**config.mk**
```make
export PLATFORM = sky130hd
export DESIGN_NAME = if_stage_flat
export DESIGN_NICKNAME = d
export VERILOG_FILES = /design/src/rtl/pcpu_pkg.sv /design/src/rtl/if_stage_if.sv /design/src/rtl/if_id_reg.sv /design/src/rtl/if_stage.sv /design/src/flat_wrapper.sv
export SDC_FILE = /design/constraint.sdc
export NUM_CORES = 1
export LEC_CHECK = 0
export CAP_MARGIN = 20
export CORE_UTILIZATION = 35
export DETAILED_ROUTE_END_ITERATION = 10
export GPL_ROUTABILITY_DRIVEN = 0
export GPL_TIMING_DRIVEN = 0
export PLACE_DENSITY = 0.68
export SYNTH_ARGS = -nofsm -noshare
export SYNTH_HDL_FRONTEND = slang
export SYNTH_SLANG_ARGS = --single-unit
export TNS_END_PERCENT = 10
```
**constraint.sdc**
```tcl
create_clock -name clk -period 5.7 [get_ports clk]
set_clock_uncertainty 0.15 [all_clocks]
set_input_delay 0.855 -clock clk [delete_from_list [all_inputs] [get_ports clk]]
set_output_delay 0.855 -clock clk [all_outputs]
set_load 0.05 [all_outputs]
```
**src/rtl/pcpu_pkg.sv**
```systemverilog
// Shared types and constants for the fetch side of the pipelined CPU.
package pcpu_pkg;

   localparam logic [31:0] RESET_PC_DEFAULT = 32'h0000_0000;
   localparam logic [31:0] NOP_INST         = 32'h0000_0000;

   typedef enum logic [1:0] {
      IDLE  = 2'd0,
      FETCH = 2'd1,
      HOLD  = 2'd2
   } if_state_t;

   typedef struct packed {
      logic [31:0] inst;
      logic [31:0] pc_p4;
      logic        valid;
   } ifid_t;

   function automatic logic [31:0] sat_inc(input logic [31:0] v);
      return (v == 32'hFFFF_FFFF) ? v : v + 32'd1;
   endfunction

endpackage

```
**src/rtl/if_stage_if.sv**
```systemverilog
// Instruction-memory request/response bundle between the fetch stage and imem.
interface if_stage_if;

   logic        imem_req;
   logic [31:0] imem_addr;
   logic        imem_ready;
   logic [31:0] imem_rdata;

   modport master (output imem_req, output imem_addr, input imem_ready, input imem_rdata);
   modport slave  (input imem_req, input imem_addr, output imem_ready, output imem_rdata);

endinterface

```
**src/rtl/if_id_reg.sv**
```systemverilog
// Pipeline record register with load, bubble and hold; used for IF/ID and the hold buffer.
module if_id_reg
   import pcpu_pkg::*;
#(
   parameter logic [31:0] NOP_INST = pcpu_pkg::NOP_INST
) (
   input  logic  clk,
   input  logic  rst_n,
   input  logic  load_i,
   input  logic  bubble_i,
   input  ifid_t d_i,
   output ifid_t q_o
);

   localparam ifid_t BUBBLE = '{inst: NOP_INST, pc_p4: 32'h0000_0000, valid: 1'b0};

   ifid_t q_q;

   // Load wins over bubble; otherwise the record holds.
   always_ff @(posedge clk) begin
      if (!rst_n) begin
         q_q <= BUBBLE;
      end else if (load_i) begin
         q_q <= d_i;
      end else if (bubble_i) begin
         q_q <= BUBBLE;
      end else begin
         q_q <= q_q;
      end
   end

   assign q_o = q_q;

endmodule

```
**src/rtl/if_stage.sv**
```systemverilog
// Instruction fetch stage: PC, IF/ID register and a one-word hold buffer for stalls.
// Optional perf counters are built when IF_PERF_CNT_EN is defined.
module if_stage
   import pcpu_pkg::*;
#(
   parameter logic [31:0] RESET_PC = RESET_PC_DEFAULT,
   parameter logic [31:0] NOP_INST = pcpu_pkg::NOP_INST
) (
   input  logic         clk,
   input  logic         rst_n,
   input  logic         stall,
   input  logic         BRANCH,
   input  logic [31:0]  target,
   if_stage_if.master   imem,
   output logic [31:0]  inst,
   output logic [31:0]  pc_p4,
   output logic         id_valid,
   output logic [31:0]  pc,
   output logic [31:0]  perf_fetch,
   output logic [31:0]  perf_wait,
   output logic [31:0]  perf_squash
);

   if_state_t   state_q, state_d;
   logic [31:0] pc_q, pc_d;
   logic [31:0] pc_p4_s;
   logic        ifid_load_s, ifid_bubble_s, hold_load_s, hold_bubble_s;
   ifid_t       ifid_d_s, fetched_s, ifid_q_s, hold_q_s;

   assign pc_p4_s   = pc_q + 32'd4;
   assign fetched_s = '{inst: imem.imem_rdata, pc_p4: pc_p4_s, valid: 1'b1};

   // Next-state, PC and pipeline-register control; stall always masks BRANCH.
   always_comb begin
      state_d       = state_q;
      pc_d          = pc_q;
      ifid_d_s      = fetched_s;
      ifid_load_s   = 1'b0;
      ifid_bubble_s = 1'b0;
      hold_load_s   = 1'b0;
      hold_bubble_s = 1'b0;
      case (state_q)
         IDLE: begin
            state_d       = FETCH;
            ifid_bubble_s = 1'b1;
         end
         FETCH: begin
            if (!stall && BRANCH) begin
               pc_d          = target;
               ifid_bubble_s = 1'b1;
            end else if (imem.imem_ready && !stall) begin
               pc_d        = pc_p4_s;
               ifid_load_s = 1'b1;
            end else if (imem.imem_ready) begin
               pc_d        = pc_p4_s;
               hold_load_s = 1'b1;
               state_d     = HOLD;
            end else if (!stall) begin
               ifid_bubble_s = 1'b1;
            end else begin
               ifid_bubble_s = 1'b0;
            end
         end
         HOLD: begin
            if (stall) begin
               state_d = HOLD;
            end else if (BRANCH) begin
               pc_d          = target;
               ifid_bubble_s = 1'b1;
               hold_bubble_s = 1'b1;
               state_d       = FETCH;
            end else begin
               ifid_d_s      = hold_q_s;
               ifid_load_s   = 1'b1;
               hold_bubble_s = 1'b1;
               state_d       = FETCH;
            end
         end
         default: begin
            state_d = IDLE;
         end
      endcase
   end

   // FSM state and fetch PC.
   always_ff @(posedge clk) begin
      if (!rst_n) begin
         state_q <= IDLE;
         pc_q    <= RESET_PC;
      end else begin
         state_q <= state_d;
         pc_q    <= pc_d;
      end
   end

   if_id_reg #(.NOP_INST(NOP_INST)) u_ifid (
      .clk      (clk),
      .rst_n    (rst_n),
      .load_i   (ifid_load_s),
      .bubble_i (ifid_bubble_s),
      .d_i      (ifid_d_s),
      .q_o      (ifid_q_s)
   );

   if_id_reg #(.NOP_INST(NOP_INST)) u_hold (
      .clk      (clk),
      .rst_n    (rst_n),
      .load_i   (hold_load_s),
      .bubble_i (hold_bubble_s),
      .d_i      (fetched_s),
      .q_o      (hold_q_s)
   );

   // Reset gates the request in the same cycle so an aborted fetch is dropped at once.
   assign imem.imem_req  = rst_n & (state_q == FETCH);
   assign imem.imem_addr = pc_q;
   assign inst           = ifid_q_s.inst;
   assign pc_p4          = ifid_q_s.pc_p4;
   assign id_valid       = ifid_q_s.valid;
   assign pc             = pc_q;

`ifdef IF_PERF_CNT_EN
   logic [31:0] perf_fetch_q, perf_wait_q, perf_squash_q;
   logic        wait_s, redirect_s;

   assign wait_s     = (state_q == FETCH) & ~imem.imem_ready;
   assign redirect_s = (state_q != IDLE) & ~stall & BRANCH;

   // Saturating event counters.
   always_ff @(posedge clk) begin
      if (!rst_n) begin
         perf_fetch_q  <= 32'd0;
         perf_wait_q   <= 32'd0;
         perf_squash_q <= 32'd0;
      end else begin
         perf_fetch_q  <= ifid_load_s ? sat_inc(perf_fetch_q)  : perf_fetch_q;
         perf_wait_q   <= wait_s      ? sat_inc(perf_wait_q)   : perf_wait_q;
         perf_squash_q <= redirect_s  ? sat_inc(perf_squash_q) : perf_squash_q;
      end
   end

   assign perf_fetch  = perf_fetch_q;
   assign perf_wait   = perf_wait_q;
   assign perf_squash = perf_squash_q;
`else
   assign perf_fetch  = 32'd0;
   assign perf_wait   = 32'd0;
   assign perf_squash = 32'd0;
`endif

endmodule

```
**src/flat_wrapper.sv**
```systemverilog
// flat-port wrapper written by rule: the top's interface ports become plain ports
module if_stage_flat import pcpu_pkg::*;
#(
   parameter logic [31:0] RESET_PC = RESET_PC_DEFAULT,
   parameter logic [31:0] NOP_INST = pcpu_pkg::NOP_INST
)
  (clk, rst_n, stall, BRANCH, target, inst, pc_p4, id_valid, pc, perf_fetch, perf_wait, perf_squash, imem_imem_req, imem_imem_addr, imem_imem_ready, imem_imem_rdata);
  if_stage_if imem_i ();
  input  logic clk;
  input  logic rst_n;
  input  logic stall;
  input  logic BRANCH;
  input  logic [31:0] target;
  output logic [31:0] inst;
  output logic [31:0] pc_p4;
  output logic id_valid;
  output logic [31:0] pc;
  output logic [31:0] perf_fetch;
  output logic [31:0] perf_wait;
  output logic [31:0] perf_squash;
  output wire logic [$bits(imem_i.imem_req)-1:0] imem_imem_req;
  output wire logic [$bits(imem_i.imem_addr)-1:0] imem_imem_addr;
  input wire logic [$bits(imem_i.imem_ready)-1:0] imem_imem_ready;
  input wire logic [$bits(imem_i.imem_rdata)-1:0] imem_imem_rdata;
  assign imem_imem_req = imem_i.imem_req;
  assign imem_imem_addr = imem_i.imem_addr;
  assign imem_i.imem_ready = imem_imem_ready;
  assign imem_i.imem_rdata = imem_imem_rdata;
  if_stage #(.RESET_PC(RESET_PC), .NOP_INST(NOP_INST)) u_core (.clk(clk), .rst_n(rst_n), .stall(stall), .BRANCH(BRANCH), .target(target), .imem(imem_i), .inst(inst), .pc_p4(pc_p4), .id_valid(id_valid), .pc(pc), .perf_fetch(perf_fetch), .perf_wait(perf_wait), .perf_squash(perf_squash));
endmodule
```
## Yosys cells after proc, flatten, opt, wreduce, memory -nomap -nowiden

Cells that the tools add are included.

| word-level totals | value |
|---|---|
| bits in registers | 164 |
| bits in latches | 0 |
| bits in writable memories | 0 |
| bits in read-only memories | 0 |
| input bits | 69 |
| output and inout bits | 226 |
| memories | 0 |

| cells by class | value |
|---|---|
| add/subtract/negate cells | 1 |
| multipliers | 0 |
| div/mod/pow operators | 0 |
| magnitude comparators | 0 |
| equality and inequality tests | 8 |
| shift-type cells | 0 |
| multiplexer cells | 35 |
| bitwise logic cells | 1 |
| reduce and logical (&&, ||, !) cells | 9 |

Operators by type and width:

| operator | count |
|---|---|
| $mux 65 | 7 |
| $mux 32 | 5 |
| $pmux 32 s2 | 1 |
| $add 32x3->32 const B | 1 |
| $mux 1 | 15 |
| $ne 2x2->1 const B | 5 |
| $mux 2 | 4 |
| $pmux 2 s3 | 1 |
| $reduce_bool 2->1 | 3 |
| $ne 4x2->1 const B | 1 |
| $reduce_and 4->1 | 1 |
| $pmux 1 s3 | 1 |
| $reduce_and 3->1 | 1 |
| $eq 2x1->1 const B | 1 |
| $eq 2x2->1 const B | 1 |
| $logic_and 1x1->1 | 2 |
| $logic_not 2->1 | 1 |
| $pmux 1 s2 | 1 |
| $and 1x1->1 | 1 |
| $logic_not 1->1 | 1 |

## Longest topological paths before layout

Gate-level depths: netlist (run 1).

| depth | value |
|---|---|
| depth in word-level cells | 7 |
| gate-level depth with buffers | 11 |
| mapped depth without buffers | 7 |

## By module

From an unflattened synthesis (run 1), not the netlist that was laid out.

| second synthesis, totals | value |
|---|---|
| cells, all modules | 1118 |
| area, all modules | 10550.1 um2 |

Modules (own cells, without submodules):

| module | times used | cells an instance | area each (um2) | sequential area each (um2) |
|---|---|---|---|---|
| if_id_reg | 2 | 289 | 3148.0 | 1301.2 |
| if_stage | 1 | 540 | 4254.1 | 680.7 |

## Least setup slack after synthesis (run 1)

No wires, ideal clock.

| path | value |
|---|---|
| path kind | input -> output |
| start point | in rst_n |
| end point | out imem_imem_req |
| arrival time | 2066 ps |
| required time | 4695 ps |
| setup slack | 2629 ps |
| stages on the path | 4 |
| buffers on the path | 3 |
| cells stage by stage | clkbuf_1 > clkbuf_1 > clkbuf_1 > and2_1 |

| on the way | value |
|---|---|
| cells in the longest elaborated chain, start to end | 1 |

Ends and longest elaborated chain:

| item | RTL line | RTL |
|---|---|---|
| start, declared | flat_wrapper.sv:10 | `input logic rst_n;` |
| $and 1x1->1 | if_stage.sv:115 | `assign imem.imem_req = rst_n & (state_q == FETCH);` |
| end, declared | flat_wrapper.sv:21 | `output wire logic [$bits(imem_i.imem_req)-1:0] imem_imem_req;` |

No other way between the ends.

## Worst setup path in the final report (run 1)

Ends and elaborated chain as after synthesis.

==> summary.txt, run 1 <==
Run status
  – Status: finished clean

Critical path
  – Levels on crit path: 5
  – R2R cell count: 9
  – Worst path top cell family by delay: buffers and inverters
  – CP Buf/Inv Count: 4
  – CP arrival: 3.36 ns
  – R2R Path End: u_core.u_hold.q_o[21]
  – Reg2Reg Launch Point: u_core.state_q[1]
  – R2R Setup Slk: 2.96 ns
  – Critical path class: in -> out
  – CP endpoint kind: primary output
  – Crit path top cell by count: clkbuf_1
  – CP Cell Sequence: clkbuf_1 > clkbuf_1 > clkbuf_1 > and2_1 > clkdlybuf4s50_1
  – Crit path max-delay cell type: clkdlybuf4s50_1
  – Worst endpoint required time: 4.70 ns
  – Crit Path Max Fanout: 10
  – Worst path max stage delay: 0.81 ns
  – CP startpoint kind: input port

Timing
  – Final number of setup-violating endpoints: 0
  – F_max: 0.229 GHz
  – Setup ws final: 1.34 ns
  – Post-route setup TNS: 0 ns
  – Final hold vios: 0
  – RSZ-0062 raised after global routing: no
  – Final slew viol count: 0
  – Worst slew margin: 49.5%
  – Period Utilization, post-route: 76.5%
  – Slew @ Worst Pin: 0.755 ns
  – Final Critical Period: 4.36 ns

Synth
  – Share of the synthesized area in the top cell type: 38.7%
  – EDFF count, synth: 0
  – Synth Flop Type: dfxtp_1
  – Sequential fraction of the synthesis area: about two fifths
  – FFs w/ async S/R, synth: 0%
  – Syn. warnings: 0
  – Post-synth cell types: 62
  – Ranking of synthesized cells by area: dfxtp_1, buf_4, a22oi_1, nand2_1, mux2_2
  – Yosys reg bits: approximately 160
  – Synth area leader: dfxtp_1
  – Mapped Area: 8480 um2
  – Avg Inst Size Synth: 8.34 um2
  – Cells after Synth: 1016

Cells and area
  – Most frequent cells in the layout: clkdlybuf4s50_1, dfxtp_1, buf_4, nand2_1, conb_1
  – Diode count: 0
  – Area of the multi-input gates: between 4000 and 5000 um2
  – Sequential cell area: 3280 um2
  – Fillcell total: about 2300
  – Layout cells sized above 1: 16.4%
  – Non-filler instance count after layout: 1658
  – Most common cell after layout, fill and taps aside: clkdlybuf4s50_1
  – Syn-to-layout area delta: 39.2%
  – Post-layout util: between 40% and 50%
  – Final Net Count: 1400

Placement
  – Port bufs: 196
  – Cells after DPL: 1626
  – Pre-CTS WS: 1.35 ns
  – Post-DP HPWL: 20.3 mm

Floorplan
  – Top-Level Pins: 295
  – Initial Util: 35.9%
  – Die width: about 160 um
  – Row count: 56
  – Die Area: 24900 um2
  – Core ar.: 23600 um2
  – Die extent in y: 158 um

Power
  – Total power: 4.38 mW
  – Leakage: 4.60 nW
  – Maximum vdd ir drop: 0.210 mV
  – Pwr/cell area: ~370 nW/um2

Global route
  – Number of global-route vias before repair: 7514
  – Gr usage total: a little over a fifth
  – Grt ovf: 0
  – Initial antenna violation count: 2
  – Largest net degree at the start of global routing: 19
  – First-pass GRT wire length: about 41 mm

Routing
  – Vias per cell: 4.91
  – Initial DRC count: 570
  – ANT nets after route: 0
  – Avg WL per Cell: 16.3 um
  – Drt drc: 0
  – Wire length after detailed routing: between 20 and 30 mm
  – Vias: 8141
  – Drt pass-1 iters: 5

Clocking
  – Clock slew at reported path FFs: 0.07 ns
  – Clk_lat worst skew: roughly 0.44 ns
  – Number of CTS-inserted buffers: 17
  – H-tree depth: 4
  – Root buf cell: clkbuf_16
  – Max clock buf depth: 2
  – Clock Sinks: 164
  – Hold Buf Count CTS: 0
  – Setup Buffers After CTS: 0
  – Cts repair resizes: 0
  – CTS tree: built

Flow run
  – Max-cap violations: 0

Hold path
  – Cell count of the worst hold path: 2
  – Hold Path Class: reg -> reg
  – Endpoint of the worst hold path: u_core.u_ifid.q_o[3]
  – Hold Startpoint: u_core.u_ifid.q_o[3]
-- routing by layer --
layer,vias to the layer above,GRT usage [%],part of all wire [%]
met5,-,0,0.044
met3,44,5.89,9.2
li1,3988,-,-
met2,381,34.9,46
met1,3726,27.2,43
met4,2,8.51,2.6
-- final cells by class --
type,instances,share of cell area (%)
inverters,7,0.223
repair buffers,196,16.6
well taps,319,3.38
multi-input cells,737,35.9
clock inverters,15,1.51
flip-flops and latches,164,27.8
plain buffers,203,11.0
clock buffers,17,3.61
-- worst register-to-register path: cells and delay by family, from the launching register on --
kind / cells / cell delay, ns
buffers and inverters: 4 / 0.96
AO/OA/AOI/OAI: 1 / 0.08
AND/OR/NAND/NOR: 3 / 0.94
flip-flops: 1 / 0.36
adder cells (fa/ha/maj): 1 / 0.18
-- stage by stage --
step | instance area [um2] | hold WS [ns]
2_1_floorplan | 8830 | 0.267
3_3_place_gp | 11200 | 0.283
3_5_place_dp | 11200 | 0.293
4_1_cts | 11800 | 0.306
5_1_grt | 11800 | 0.329
6_report | 11800 | 0.305
-- where the power goes --
group / leakage (nW) / total, mW / internal, mW / switching (mW)
clock network: 0.297 / 1.18 / 0.631 / 0.553
registers: 1.32 / 1.36 / 1.23 / 0.130
logic: 2.98 / 1.83 / 0.578 / 1.26
total: 4.60 / 4.38 / 2.44 / 1.94
-- synth_stat cells, types with 11 or more instances --
library cell    n
clkbuf_1       54
dfxtp_1       164
nor2_1         73
nand2_1       107
nor3_1         11
a21oi_1        65
buf_4         129
mux2_2         33
buf_2          13
o21ai_0        53
xnor2_1        20
and3_1         13
nand3_1        71
a22oi_1        57
-- state kept, by name (all words and copies together), names as in the netlist --
name	cells
u_core.u_ifid.q_o	65
u_core.state_q	2
u_core.imem.imem_addr	32
u_core.u_hold.q_o	65
-- worst max-delay path by stage --
stage	slack (ns)	startpoint	to
floorplan	2.63	rst_n	imem_imem_req
global route	1.26	rst_n	imem_imem_req
CTS	1.37	rst_n	imem_imem_req
detailed placement	1.35	rst_n	imem_imem_req
global placement	1.38	rst_n	imem_imem_req
finish	1.34	rst_n	imem_imem_req
-- cell families after synthesis --
group,count (synthesis),synth area share [%]
AND/OR/NAND/NOR,325,18.3
buffers and inverters,210,15.6
AO/OA/AOI/OAI,241,18.2
flip-flops,164,38.7
multiplexers,44,5.76
adder cells (fa/ha/maj),5,0.738
other,1,0.0442
XOR/XNOR,26,2.69
No activity file was read; power rests on OpenSTA's default activity.
==> inputs of run 2 (changes only) <==
==> constraint.sdc (replaced) <==
create_clock -name clk -period 4.03 [get_ports clk]
set_clock_uncertainty 0.15 [all_clocks]
set_input_delay 0.6045 -clock clk [delete_from_list [all_inputs] [get_ports clk]]
set_output_delay 0.6045 -clock clk [all_outputs]
set_load 0.05 [all_outputs]
==> results of run 2 <==
Same layout as run 1 (identical final DEF). Status: finished clean.
Among the figures that moved: setup slack after placement 1.35 ns -> 0.183 ns; setup slack after layout 1.34 ns -> 0.170 ns; register-to-register setup slack 2.96 ns -> 1.29 ns; total power 4.38 mW -> 6.20 mW; worst IR drop on VDD 0.210 mV -> 0.298 mV
